## config.mk

```make
export PLATFORM = sky130hd
export DESIGN_NAME = comb_sequencer
export DESIGN_NICKNAME = d
export VERILOG_FILES = /design/src/rtl/comb_sequencer.sv
export SDC_FILE = /design/constraint.sdc
export NUM_CORES = 1
export LEC_CHECK = 0
export CAP_MARGIN = 20
export CELL_PAD_IN_SITES_DETAIL_PLACEMENT = 1
export CELL_PAD_IN_SITES_GLOBAL_PLACEMENT = 2
export CORE_ASPECT_RATIO = 1.2
export CORE_UTILIZATION = 37
export CTS_CLUSTER_DIAMETER = 100
export DETAILED_ROUTE_END_ITERATION = 7
export PLACE_DENSITY_LB_ADDON = 0.1
export RECOVER_POWER = 50
export SLEW_MARGIN = 10
export SYNTH_ARGS = -nofsm -noshare
export SYNTH_HDL_FRONTEND = slang
export SYNTH_SLANG_ARGS = --single-unit
```

## constraint.sdc

```tcl
create_clock -name clk -period 10.1 [get_ports clk]
set_input_delay 1.01 -clock clk [delete_from_list [all_inputs] [get_ports clk]]
set_output_delay 1.01 -clock clk [all_outputs]
set_load 0.005 [all_outputs]
```

## src/rtl/comb_sequencer.sv

```systemverilog
// comb_sequencer: walks every (i,j) pair in 1..MAX_INDEX, derives
// k = sum - i - j and hands out each triple (i,j,k) whose k also lies in
// 1..MAX_INDEX over a valid/ready handshake, counting hand-offs and
// flagging runs that find more triples than MAX_COMBS.
// Optional feature: define COMB_SEQ_ABORT_EN to add an 'abort' input that
// cuts a run short (straight to FIN with a done pulse).
module comb_sequencer #(
    parameter int MAX_INDEX = 7,
    parameter int MAX_COMBS = 39
) (
    input  logic       clk,
    input  logic       rst,
    input  logic       start,
    input  logic [7:0] sum,
`ifdef COMB_SEQ_ABORT_EN
    input  logic       abort,
`endif
    output logic       out_valid,
    input  logic       out_ready,
    output logic [2:0] out_a,
    output logic [2:0] out_b,
    output logic [2:0] out_c,
    output logic [5:0] count,
    output logic       busy,
    output logic       done,
    output logic       overflow
);

    typedef enum logic [1:0] {
        IDLE = 2'd0,
        SCAN = 2'd1,
        EMIT = 2'd2,
        FIN  = 2'd3
    } state_t;

    localparam logic [2:0] LAST_IDX  = 3'(MAX_INDEX);
    localparam logic [5:0] COUNT_CAP = 6'(MAX_COMBS);

    state_t state;
    state_t state_next;

    logic [7:0]        sum_q;
    logic [2:0]        i;
    logic [2:0]        j;
    logic signed [9:0] k;
    logic              pair_valid;
    logic              last_pair;
    logic              can_emit;
    logic              abort_req;

`ifdef COMB_SEQ_ABORT_EN
    assign abort_req = abort;
`else
    assign abort_req = 1'b0;
`endif

    // Pair evaluation: third element and whether this pair yields a usable triple
    always_comb begin
        k          = $signed({2'b00, sum_q}) - $signed({7'b0, i}) - $signed({7'b0, j});
        pair_valid = (k >= 10'sd1) && (k <= $signed(10'(MAX_INDEX)));
        last_pair  = (i == LAST_IDX) && (j == LAST_IDX);
        can_emit   = pair_valid && (count != COUNT_CAP);
    end

    // State register
    always_ff @(posedge clk or posedge rst) begin
        if (rst) begin
            state <= IDLE;
        end else begin
            state <= state_next;
        end
    end

    // Next-state logic; abort wins over a same-cycle handshake
    always_comb begin
        state_next = state;
        case (state)
            IDLE: begin
                if (start) begin
                    state_next = SCAN;
                end
            end
            SCAN: begin
                if (abort_req) begin
                    state_next = FIN;
                end else if (can_emit) begin
                    state_next = EMIT;
                end else if (last_pair) begin
                    state_next = FIN;
                end
            end
            EMIT: begin
                if (abort_req) begin
                    state_next = FIN;
                end else if (out_ready) begin
                    state_next = last_pair ? FIN : SCAN;
                end
            end
            FIN: begin
                state_next = IDLE;
            end
            default: begin
                state_next = IDLE;
            end
        endcase
    end

    // Status outputs decoded straight from the state
    always_comb begin
        busy      = (state != IDLE);
        done      = (state == FIN);
        out_valid = (state == EMIT);
    end

    // Datapath: captured sum, pair counters, presented triple, count and overflow
    always_ff @(posedge clk or posedge rst) begin
        if (rst) begin
            sum_q    <= 8'd0;
            i        <= 3'd1;
            j        <= 3'd1;
            out_a    <= 3'd0;
            out_b    <= 3'd0;
            out_c    <= 3'd0;
            count    <= 6'd0;
            overflow <= 1'b0;
        end else begin
            case (state)
                IDLE: begin
                    if (start) begin
                        sum_q    <= sum;
                        i        <= 3'd1;
                        j        <= 3'd1;
                        count    <= 6'd0;
                        overflow <= 1'b0;
                    end
                end
                SCAN: begin
                    if (!abort_req) begin
                        if (can_emit) begin
                            out_a <= i;
                            out_b <= j;
                            out_c <= k[2:0];
                        end else begin
                            if (pair_valid) begin
                                overflow <= 1'b1;
                            end
                            if (!last_pair) begin
                                if (j == LAST_IDX) begin
                                    j <= 3'd1;
                                    i <= i + 3'd1;
                                end else begin
                                    j <= j + 3'd1;
                                end
                            end
                        end
                    end
                end
                EMIT: begin
                    if (!abort_req && out_ready) begin
                        count <= count + 6'd1;
                        if (!last_pair) begin
                            if (j == LAST_IDX) begin
                                j <= 3'd1;
                                i <= i + 3'd1;
                            end else begin
                                j <= j + 3'd1;
                            end
                        end
                    end
                end
                default: begin
                end
            endcase
        end
    end

endmodule

```

; After elaboration in Yosys (flattened, before gate mapping)
; Cells that the tools add are included.
[word_totals]
output_inout_bits = 19
input_bits = 12
reg_bits = 32
[classes]
mux = 24
n_eq_ne = 11
n_lt_le_gt_ge = 2
add_sub_neg = 5
reduce_logical = 14
[op_table]
columns = op, count
row1 = 3-bit two-way mux, 9
row2 = 3-bit one-hot mux with 3 select lines, 2
row3 = 6-bit two-way mux, 2
row4 = 6-bit one-hot mux with 2 select lines, 1
row5 = 10-bit by 2-bit greater-or-equal comparator with 1-bit output (second input constant), 1
row6 = 10-bit by 4-bit less-or-equal comparator with 1-bit output (second input constant), 1
row7 = 2-bit two-way mux, 5
row8 = 9-bit by 4-bit subtractor with 10-bit output, 1
row9 = 8-bit by 3-bit subtractor with 9-bit output, 1
row10 = 2-bit one-hot mux with 4 select lines, 1
row11 = 4-bit AND reduction, 2
row12 = 3-bit by 1-bit adder with 3-bit output (second input constant), 2
row13 = 6-bit by 1-bit adder with 6-bit output (second input constant), 1
row14 = 3-bit == test (second input constant), 2
row15 = 2-bit != test (second input constant), 3
row16 = 6-bit != test (second input constant), 1
row17 = 3-bit AND reduction, 2
row18 = 2-bit nonzero test, 3
row19 = 2-bit == test (second input constant), 2
row20 = 2-bit AND reduction, 2
row21 = 1-bit logical AND, 3
row22 = 1-bit two-way mux, 3
row23 = 3-bit != test (second input constant), 1
row24 = 3-bit nonzero test, 1
row25 = 4 further kinds, 4

; Logic depth before layout (Yosys ltp)
; Gate-level depths: netlist of the first run.
[logic_depth]
ltp_word = 7
ltp_mapped = 13

; Worst setup path before layout of the first run
; No wires, ideal clock.
[synth_path]
kind = flip-flop to flip-flop
from = reg i[0]
to = reg out_a[0]
required_ns = 9.975
setup_time_ns = 0.125
n_path_buf = 1
period_less_slack_ns = 3.325
slack_ns = 6.775
stages_incl_launch_ff = 12
t_arrival_ns = 3.200
cell_sequence = dfstp_2 ha_1 fa_1 inv_1 fa_1 nor2_1 o211ai_1 a221o_1 a22o_2 nor4_4 buf_6 mux2_4
[synth_via]
elab_chain_cells = 6
elab_cells_between_ends = 7
classes_between = add/sub: 2 / order compare: 2 / reduce/logical: 3
[synth_rtl]
columns = item, line_no
row1 = start: declaration, 43  ; logic [2:0] i;
row2 = start signal: assignment, 150  ; i <= i + 3'd1;
row3 = start signal: assignment, 164  ; i <= i + 3'd1;
row4 = 8-bit by 3-bit subtractor with 9-bit output, 59  ; k = $signed({2'b00, sum_q}) - $signed({7'b0, i}) - $signed({7'b0, j});
row5 = 9-bit by 4-bit subtractor with 10-bit output, 59
row6 = 10-bit by 2-bit greater-or-equal comparator with 1-bit output or 10-bit by 4-bit less-or-equal comparator with 1-bit output (tied branches), 60  ; pair_valid = (k >= 10'sd1) && (k <= $signed(10'(MAX_INDEX)));
row7 = 1-bit logical AND, 60
row8 = 1-bit logical AND, 62  ; can_emit = pair_valid && (count != COUNT_CAP);
row9 = 2-bit AND reduction (no source line), -
row10 = end signal: assignment, 140  ; out_a <= i;
row11 = end: declaration, 20  ; output logic [2:0] out_a,
; Several ways; a longest one is shown, not always the timed one.
; A chain may end at the register's enable or synchronous reset.

; Worst setup path in the final report of the first run
[layout_path]
from = reg i[0]
to = reg i[1]
[layout_via]
elab_chain_cells = 7
elab_cells_between_ends = 16
classes_between = add/sub: 3 / order compare: 2 / eq/ne: 2 / mux: 5 / reduce/logical: 4
[layout_rtl]
columns = item, line_no
row1 = 8-bit by 3-bit subtractor with 9-bit output, 59
row2 = 9-bit by 4-bit subtractor with 10-bit output, 59
row3 = 10-bit by 2-bit greater-or-equal comparator with 1-bit output or 10-bit by 4-bit less-or-equal comparator with 1-bit output (tied branches), 60
row4 = 1-bit logical AND, 60
row5 = 1-bit logical AND, 62
row6 = 2-bit != test (no source line), -
row7 = 4-bit AND reduction (no source line), -
; Several ways; a longest one is shown, not always the timed one. The select of a mux whose other input is x is not followed.

==> flow_metrics.py, run 1 <==
metrics = {
    "cts": {
        "path_clk_slew_ns": 0.07,
        "cts_resized": 0,
        "cts_tree": "yes",
        "postCtsSetupRepairBufs": 0,
        "ctsHtreeMaxLevel": 2,
        "cts_max_path_buffers": 2,
        "cts_root_buffer": "clkbuf_8",
        "numCtsBuffers": 5,
        "clkLatencyLatePin_ns": 0.29,
        "cts.sinks": 32,
        "postCtsHoldBufs": 0,
    },
    "synth": {
        "synthCells": 177,
        "synth_seq_cells": 32,
        "synth_seq_area_share_pct": 40.68,
        "synth_top_area_share_pct": 38.02,
        "synth.distinct_cells": 48,
        "synthArstFlopShare_pct": 100.0,
        "synth_area_leaders": "dfrtp_1 38%, ha_1 11%, mux2_4 5.3%",
        "yosysMostFrequentCell": "dfrtp_1",
        "yosys_warnings": 0,
        "synth_nets": 208,
        "yosys.area.top_type": "dfrtp_1",
        "synth_area_um2": 1974,
        "synth-edff-count": 0,
        "yosys-top-cells-count": "30 x dfrtp_1, 17 x ha_1, 16 x inv_1",
        "avgSynthCellArea_um2": 11.15,
        "synthFlopType": "dfrtp_1",
    },
    "floorplan": {
        "core_um2": 5045,
        "rows": 28,
        "dieHeight_um": 82.02,
        "die_w_um": 68.69,
        "dieArea_um2": 5634,
        "initial_core_util_pct": 39.14,
        "io_pins": 31,
    },
    "finish": {
        "antenna_cells": 0,
        "fill_cells": 567,
        "area.growth.synth_to_final_pct": 21.99,
        "nets": 243,
        "drive_gt1_share_pct": 12.68,
    },
    "setup_path": {
        "cp_common_cell": "fa_1",
        "worst_setup_path_start_kind": "register",
        "cp_num_cells": 11,
        "crit_family": "simple AND/OR/NAND/NOR gates",
        "path_cells": "ha_1, fa_1, inv_1, fa_1, nor2_1, o211ai_1, a221o_1, a22o_2, nor4_4, nor4_1, a22o_1",
        "critPathMaxStageDelay_ns": 0.95,
        "crit_buf_inv": 1,
        "cp_max_fo": 15,
        "crit_slowest_cell": "nor4_4",
        "crit_type": "reg -> reg",
        "reg2reg_depth": 11,
        "critPathArrivalTime_ns": 4.27,
        "cp-end-kind": "register",
        "cp_data_required_time_ns": 10.27,
    },
    "status": {
        "status": "complete, but fails checks",
        "violations": "capacitance limit, slew limit",
    },
    "sta": {
        "hold_viol_final": 0,
        "layout_setup_ws_ns": 5.999,
        "finalMaxSlewViolations": 33,
        "setup_viol_count_final": 0,
        "clock_skew_ns": 0.007556,
        "period_share_pct": 40.61,
        "min_period_ns": 4.101,
        "worst_pin_slew_ns": 1.798,
        "clock.fmax_mhz": 243.8,
        "relSlewSlack_pct": -19.84,
        "rsz0062_at_grt": "no",
        "fin_setup_tns_ns": 0,
    },
    "placed_design": {
        "io_buffer_count": 30,
        "dp_slack_ns": 6.026,
        "place_congestion": 0.8343,
        "dp_hpwl_um": 3626,
    },
    "routing": {
        "drt-initial-drc-count": 72,
        "avgRoutedWirePerCell_um": 17.83,
        "wl_um": 4867,
        "wl_met1_um": 2073,
        "via_count": 1521,
        "via_per_inst": 5.571,
        "met2WireLength_um": 2602,
        "firstDrtPassIters": 4,
        "routed.top_layer": "met4",
        "wl_met3_um": 132,
        "detail-route-antenna-nets": 0,
        "drc": 0,
    },
    "power": {
        "peakVddDrop_v": 0.0001337,
        "power.density_nw_per_um2": 326.4,
        "leakagePower_uw": 0.001054,
    },
    "global_route": {
        "overflow": 0,
        "grt_pass1_wl_um": 7776,
        "grt_max_degree": 33,
        "grt_pass1_vias": 1654,
        "track_usage_pct": 18.98,
        "antenna_found_initial": 0,
    },
    "min_path": {
        "min_path_type": "reg -> reg",
        "worstHoldPathCells": 1,
    },
    "run": {
        "max_cap_violations": 1,
    },
}
-- per-layer routing --
| metal | GRT usage, % | vias to the layer above |
|---|---|---|
| li1 | - | 721 |
| met2 | 34.12 | 26 |
| met4 | 6.250 | 0 |
| met1 | 21.96 | 768 |
| met5 | 0 | - |
| met3 | 3.750 | 6 |
-- logic make-up (layout without fill, tap and decap cells) --
kind of cell | Yosys count | in the layout | synth area share, %
compound gates | 46 | 46 | 17.05
simple gates | 38 | 38 | 11.41
flops | 32 | 32 | 40.68
fa+ha+maj | 19 | 19 | 12.80
mux | 19 | 19 | 11.91
buf+inv | 19 | 55 | 4.372
xor+xnor | 4 | 4 | 1.775
-- cell type report --
cell class              count  area [µm²]  area share, %
clock buffers               7       76.32          3.169
clock inverters             1       5.005         0.2078
inverters                  16       60.06          2.494
multi-input cells         126        1085          45.04
flip-flops and latches     32       803.3          33.35
well taps                  60       75.07          3.117
repair buffers             31       304.0          12.62
-- final timing paths --
path                           from        to  slack (ns)
min                        out_b[2]  out_b[2]        0.52
max in group asynchronous       rst  sum_q[0]        7.26
max                            i[0]      i[1]        6.00
min reg2reg                out_b[2]  out_b[2]        0.52
max reg2reg                    i[0]      i[1]        6.00
min in group asynchronous       rst  sum_q[7]        1.80
-- sequential cells by signal, indices dropped and copies added (netlist names) --
name	flops
out_c	3
out_b	3
out_a	3
overflow	1
sum_q	8
count	6
i	3
state	2
j	3
-- metrics by stage --
| stage | hold slack (ns) | area, µm² | instances | util, % | total power, µW |
|---|---|---|---|---|---|
| 2_1_floorplan | 0.4794 | 1974 | 177 | - | 557.0 |
| 3_3_place_gp | 0.4958 | 2331 | 265 | 46.21 | 670.3 |
| 3_5_place_dp | 0.4981 | 2331 | 265 | 46.21 | 697.5 |
| 4_1_cts | 0.5183 | 2412 | 273 | 47.82 | 798.4 |
| 5_1_grt | 0.5331 | 2409 | 273 | 47.74 | 854.8 |
| 6_report | 0.5169 | 2409 | 273 | 47.74 | 786.2 |
-- cells in the final DEF, fill, tap and decap left out, types with 2 or more instances in the layout --
cell type / synthesis / routed
a21oi_1: 9 / 9
a22o_1: 6 / 6
a31oi_1: 6 / 6
clkbuf_1: 1 / 3
clkbuf_8: 0 / 5
clkdlybuf4s50_1: 0 / 24
dfrtp_1: 30 / 30
dfstp_2: 2 / 2
dlygate4sd3_1: 0 / 6
fa_1: 2 / 2
ha_1: 17 / 17
inv_1: 16 / 16
mux2_2: 8 / 8
mux2_4: 7 / 7
mux2i_1: 4 / 4
nand2_1: 4 / 4
nand2b_1: 4 / 4
nand3_1: 4 / 4
nor2_1: 10 / 10
nor2b_1: 2 / 2
nor4_1: 3 / 3
o211ai_1: 2 / 2
o21ai_0: 6 / 6
o22ai_1: 3 / 3
or3_1: 2 / 2
xnor2_1: 3 / 3
-- power by group --
part           internal, µW  switching (µW)  leakage, µW
sequential              172            48.3     0.000409
clock                  48.4            48.3    0.0000422
combinational           220             249     0.000602
total                   441             346      0.00105
Power figures use the tool's default switching activity.
==> run 2: changes to the inputs <==
Settings changed: CORE_UTILIZATION 37 to 35.
Clock period 10.1 ns to 4.1 ns, I/O delays scaled along.
==> flow_metrics.py, run 2 (synthesis results as in run 1) <==
metrics = {
    "power": {
        "power_uw": 1935,
        "power.density_nw_per_um2": 801.5,
        "leakagePower_uw": 0.001070,
        "peakVddDrop_v": 0.0002741,
        "seqPwrFrac_pct": 27.9,
        "switchingPower_uw": 858.1,
        "p_clk_share_pct": 11.7,
        "combPwrFrac_pct": 60.3,
        "swShare_pct": 44.34,
        "p_int_uw": 1077,
    },
    "run": {
        "max_cap_violations": 1,
    },
    "global_route": {
        "grt_pass1_vias": 1622,
        "track_usage_pct": 17.15,
        "grt_max_degree": 33,
        "antenna_found_initial": 0,
        "grt_pass1_wl_um": 8010,
        "overflow": 0,
    },
    "sta": {
        "clock_skew_ns": 0.01009,
        "worst_pin_slew_ns": 1.765,
        "layout_setup_ws_ns": 0.4650,
        "finalMaxSlewViolations": 33,
        "rsz0062_at_grt": "no",
        "min_period_ns": 3.635,
        "period_share_pct": 88.66,
        "setup_viol_count_final": 0,
        "clock.fmax_mhz": 275.1,
        "hold_viol_final": 0,
        "relSlewSlack_pct": -17.70,
        "fin_setup_tns_ns": 0,
    },
    "cts": {
        "cts_resized": 0,
        "cts_root_buffer": "clkbuf_8",
        "cts_tree": "yes",
        "clkLatencyLatePin_ns": 0.28,
        "path_clk_slew_ns": 0.07,
        "postCtsHoldBufs": 0,
        "postCtsSetupRepairBufs": 0,
        "cts_max_path_buffers": 2,
        "ctsHtreeMaxLevel": 2,
        "numCtsBuffers": 5,
        "cts.sinks": 32,
    },
    "placed_design": {
        "dp_hpwl_um": 3550,
        "io_buffer_count": 30,
        "place_congestion": 0.8214,
        "dp_slack_ns": 0.4568,
        "placed_cell_area_um2": 2341,
    },
    "routing": {
        "via_per_inst": 5.556,
        "avgRoutedWirePerCell_um": 16.86,
        "wl_um": 4636,
        "detail-route-antenna-nets": 0,
        "drt-initial-drc-count": 56,
        "drc": 4,
        "via_count": 1528,
        "firstDrtPassIters": 6,
    },
    "setup_path": {
        "critPathArrivalTime_ns": 3.80,
        "r2r-end": "out_b[1]",
        "cp-end-kind": "register",
        "reg2reg_depth": 12,
        "cp-startpoint": "sum_q[0]",
        "crit_type": "reg -> reg",
        "crit_path_end": "out_b[1]",
        "r2r_start": "sum_q[0]",
        "cp_max_fo": 10,
        "reg2reg_slack_ns": 0.47,
        "worst_setup_path_start_kind": "register",
        "cp_data_required_time_ns": 4.26,
    },
    "finish": {
        "area.growth.synth_to_final_pct": 22.31,
        "fill_cells": 605,
        "fin_area_um2": 2415,
        "largest_reg_flops": 8,
        "reg.largest.list": "sum_q (8), count (6)",
        "utilization_pct": 44.97,
        "final-seq-area_um2": 803.3,
        "regMostFlops": "sum_q",
        "layout_commonest_cell": "dfrtp_1",
        "nets": 244,
        "drive_gt1_share_pct": 13.15,
        "multiInputGateArea_um2": 1085,
        "final_cell_mix": "30 x dfrtp_1, 20 x clkdlybuf4s50_1, 17 x ha_1",
        "antenna_cells": 0,
    },
    "status": {
        "status": "complete, but fails checks",
        "violations": "DRC, capacitance limit, slew limit",
    },
    "min_path": {
        "min_path_type": "reg -> reg",
        "worstHoldPathCells": 1,
    },
    "floorplan": {
        "die_w_um": 70.57,
        "dieArea_um2": 5947,
        "core_um2": 5370,
        "initial_core_util_pct": 36.77,
        "rows": 29,
        "dieHeight_um": 84.28,
        "io_pins": 31,
    },
}
-- run 2: cell types whose count changed in the layout (fill, tap and decap cells not counted), sizes merged --
cell           previous run  this run
dlygate4sd3               6        10
clkdlybuf4s50            24        20
clkbuf                    8         7
buf                       0         1
-- run 2: worst min path at each step --
| stage | end | slack [ns] | start |
|---|---|---|---|
| after floorplan | sum_q[0] | 0.48 | sum_q[0] |
| after global placement | sum_q[7] | 0.49 | sum_q[7] |
| after detailed placement | out_b[2] | 0.50 | out_b[2] |
| after CTS | sum_q[7] | 0.52 | sum_q[7] |
| after global routing | out_a[2] | 0.53 | out_a[2] |
| final | out_a[2] | 0.51 | out_a[2] |
-- run 2: area by class of cell --
type / count / area share, %
multi-input combinational: 126 / 44.92
sequential: 32 / 33.26
timing repair buffer: 32 / 12.90
tap: 62 / 3.212
clock buffer: 6 / 3.005
inverter: 16 / 2.487
clock inverter: 1 / 0.2073
-- run 2: power by group through the flow --
stage / Clock [µW] / Combinational [µW] / Sequential, µW
final: 227 / 1170 / 541
after global routing: 251 / 1290 / 561
after CTS: 238 / 1190 / 543
after detailed placement: 0 / 1180 / 548
after global placement: 0 / 1120 / 540
after floorplan: 0 / 870 / 502
-- run 2: worst max-delay path, stage by stage (launching register included) --
cell and delay (ns):
dfrtp_1 0.36, inv_1 0.06, ha_1 0.20, fa_1 0.49, inv_1 0.06, fa_1 0.46
nor2_1 0.13, o211ai_1 0.14, a221o_1 0.34, a22o_2 0.27, nor4_4 0.40, buf_4 0.29
mux2_4 0.31
-- run 2: metrics by stage --
stage	cells	hold slack (ns)
after floorplan	177	0.4794
after CTS	275	0.5166
after detailed placement	268	0.4988
final	275	0.5082
after global routing	275	0.5264
after global placement	268	0.4932
-- run 2: layer usage --
metal  GRT usage [%]  vias up  part of all wire, %
met3           3.962        5                  3.8
met2           30.01       26                   52
met5               0        -                    0
met4           4.909        0                  1.2
li1                -      728                    -
met1           21.04      769                   43
==> run 3: changes to the inputs <==
Settings changed: CORE_ASPECT_RATIO 1.2 to 0.5.
==> flow_metrics.py, run 3 (synthesis results as in run 1) <==
metrics = {
    "status": {
        "status": "complete, but fails checks",
        "violations": "capacitance limit, slew limit",
    },
    "power": {
        "leakagePower_uw": 0.001105,
        "peakVddDrop_v": 0.0002974,
        "power.density_nw_per_um2": 837.9,
    },
    "finish": {
        "regMostFlops": "sum_q",
        "fin_cells": 283,
        "reg.largest.list": "sum_q (8), count (6)",
        "nets": 244,
        "drive_gt1_share_pct": 13.62,
        "antenna_cells": 0,
        "area.growth.synth_to_final_pct": 26.62,
        "layout_commonest_cell": "dfrtp_1",
        "final_cell_mix": "30 x dfrtp_1, 20 x clkdlybuf4s50_1, 17 x ha_1",
        "largest_reg_flops": 8,
    },
    "routing": {
        "avgRoutedWirePerCell_um": 16.68,
        "drc": 0,
        "drt-initial-drc-count": 38,
        "wl_um": 4721,
        "detail-route-antenna-nets": 0,
        "via_count": 1499,
        "via_per_inst": 5.297,
        "firstDrtPassIters": 4,
    },
    "run": {
        "max_cap_violations": 1,
    },
    "sta": {
        "min_period_ns": 3.713,
        "relSlewSlack_pct": -22.91,
        "setup_viol_count_final": 0,
        "worst_pin_slew_ns": 1.844,
        "clock_skew_ns": 0.003854,
        "rsz0062_at_grt": "no",
        "hold_viol_final": 0,
        "layout_setup_ws_ns": 0.3865,
        "clock.fmax_mhz": 269.3,
        "fin_setup_tns_ns": 0,
        "finalMaxSlewViolations": 33,
        "period_share_pct": 90.57,
    },
    "placed_design": {
        "io_buffer_count": 30,
        "dp_slack_ns": 0.3552,
        "place_congestion": 0.7561,
        "dp_cells": 276,
        "dp_hpwl_um": 3492,
    },
    "setup_path": {
        "critPathMaxStageDelay_ns": 0.50,
        "crit_buf_inv": 2,
        "cp_num_cells": 11,
        "reg2reg_depth": 11,
        "cp_data_required_time_ns": 4.26,
        "path_cells": "ha_1, fa_1, inv_1, fa_1, nor2_1, o211ai_1, a22o_1, a211o_1, nor4_4, buf_4, mux2_4",
        "cp_max_fo": 9,
        "critPathArrivalTime_ns": 3.87,
        "cp-end-kind": "register",
        "crit_family": "adder cells",
        "cp_common_cell": "fa_1",
        "crit_slowest_cell": "nor4_4",
        "crit_type": "reg -> reg",
        "worst_setup_path_start_kind": "register",
    },
    "global_route": {
        "antenna_found_initial": 0,
        "overflow": 0,
        "track_usage_pct": 18.30,
        "grt_pass1_wl_um": 7983,
        "grt_pass1_vias": 1528,
        "grt_max_degree": 33,
    },
    "floorplan": {
        "dieHeight_um": 55.11,
        "dieArea_um2": 5964,
        "die_w_um": 108.2,
        "rows": 18,
        "core_um2": 5180,
        "io_pins": 31,
        "initial_core_util_pct": 38.12,
    },
    "cts": {
        "cts_root_buffer": "clkbuf_16",
        "postCtsSetupRepairBufs": 0,
        "cts_max_path_buffers": 2,
        "cts_tree": "yes",
        "numCtsBuffers": 5,
        "ctsHtreeMaxLevel": 2,
        "postCtsHoldBufs": 0,
        "clkLatencyLatePin_ns": 0.28,
        "cts.sinks": 32,
        "cts_resized": 0,
        "path_clk_slew_ns": 0.05,
    },
    "min_path": {
        "worstHoldPathCells": 1,
        "min_path_type": "reg -> reg",
    },
}
[run 3: cell types whose count changed in the layout (fill, tap and decap cells not counted)]
cell,delta
clkbuf_1,-1
clkbuf_16,+5
clkbuf_8,-3
clkinv_2,-1
[run 3: stage by stage]
| stage | cell area (µm²) | power, µW | util, % | hold WS [ns] |
|---|---|---|---|---|
| final | 2500 | 2095 | 48.26 | 0.5009 |
| after global routing | 2500 | 2283 | 48.26 | 0.5231 |
| after CTS | 2504 | 2122 | 48.33 | 0.5119 |
| after detailed placement | 2351 | 1715 | 45.39 | 0.5003 |
| after global placement | 2351 | 1671 | 45.39 | 0.4920 |
| after floorplan | 1974 | 1372 | - | 0.4794 |
[run 3: where the power goes]
part	internal, µW	switching (µW)	total [µW]	leakage (µW)
clock network	255	132	386	0.0000760
registers	425	115	541	0.000409
logic	537	631	1170	0.000619
total	1220	878	2090	0.00110
[run 3: layout make-up]
cell class / count / area, µm²
fillers: 577 / 2680
multi-input cells: 126 / 1085
flip-flops and latches: 32 / 803.3
repair buffers: 32 / 311.5
clock buffers: 7 / 152.6
well taps: 70 / 87.58
inverters: 16 / 60.06
[run 3: final timing paths]
kind                            endpoint  startpoint  slack (ns)
min in group asynchronous       out_a[1]         rst        1.24
worst max register to register  out_b[1]        i[0]        0.39
worst max-delay path            out_b[1]        i[0]        0.39
worst min register to register  out_a[2]    out_a[2]        0.50
max in group asynchronous           j[1]         rst        1.80
worst min-delay path            out_a[2]    out_a[2]        0.50
[run 3: layer usage]
metal  track usage (%)  part of all wire (%)
met4             5.479                  0.93
met3             4.450                   3.6
met2             29.19                    42
met1             24.88                    53
met5                 0                     0
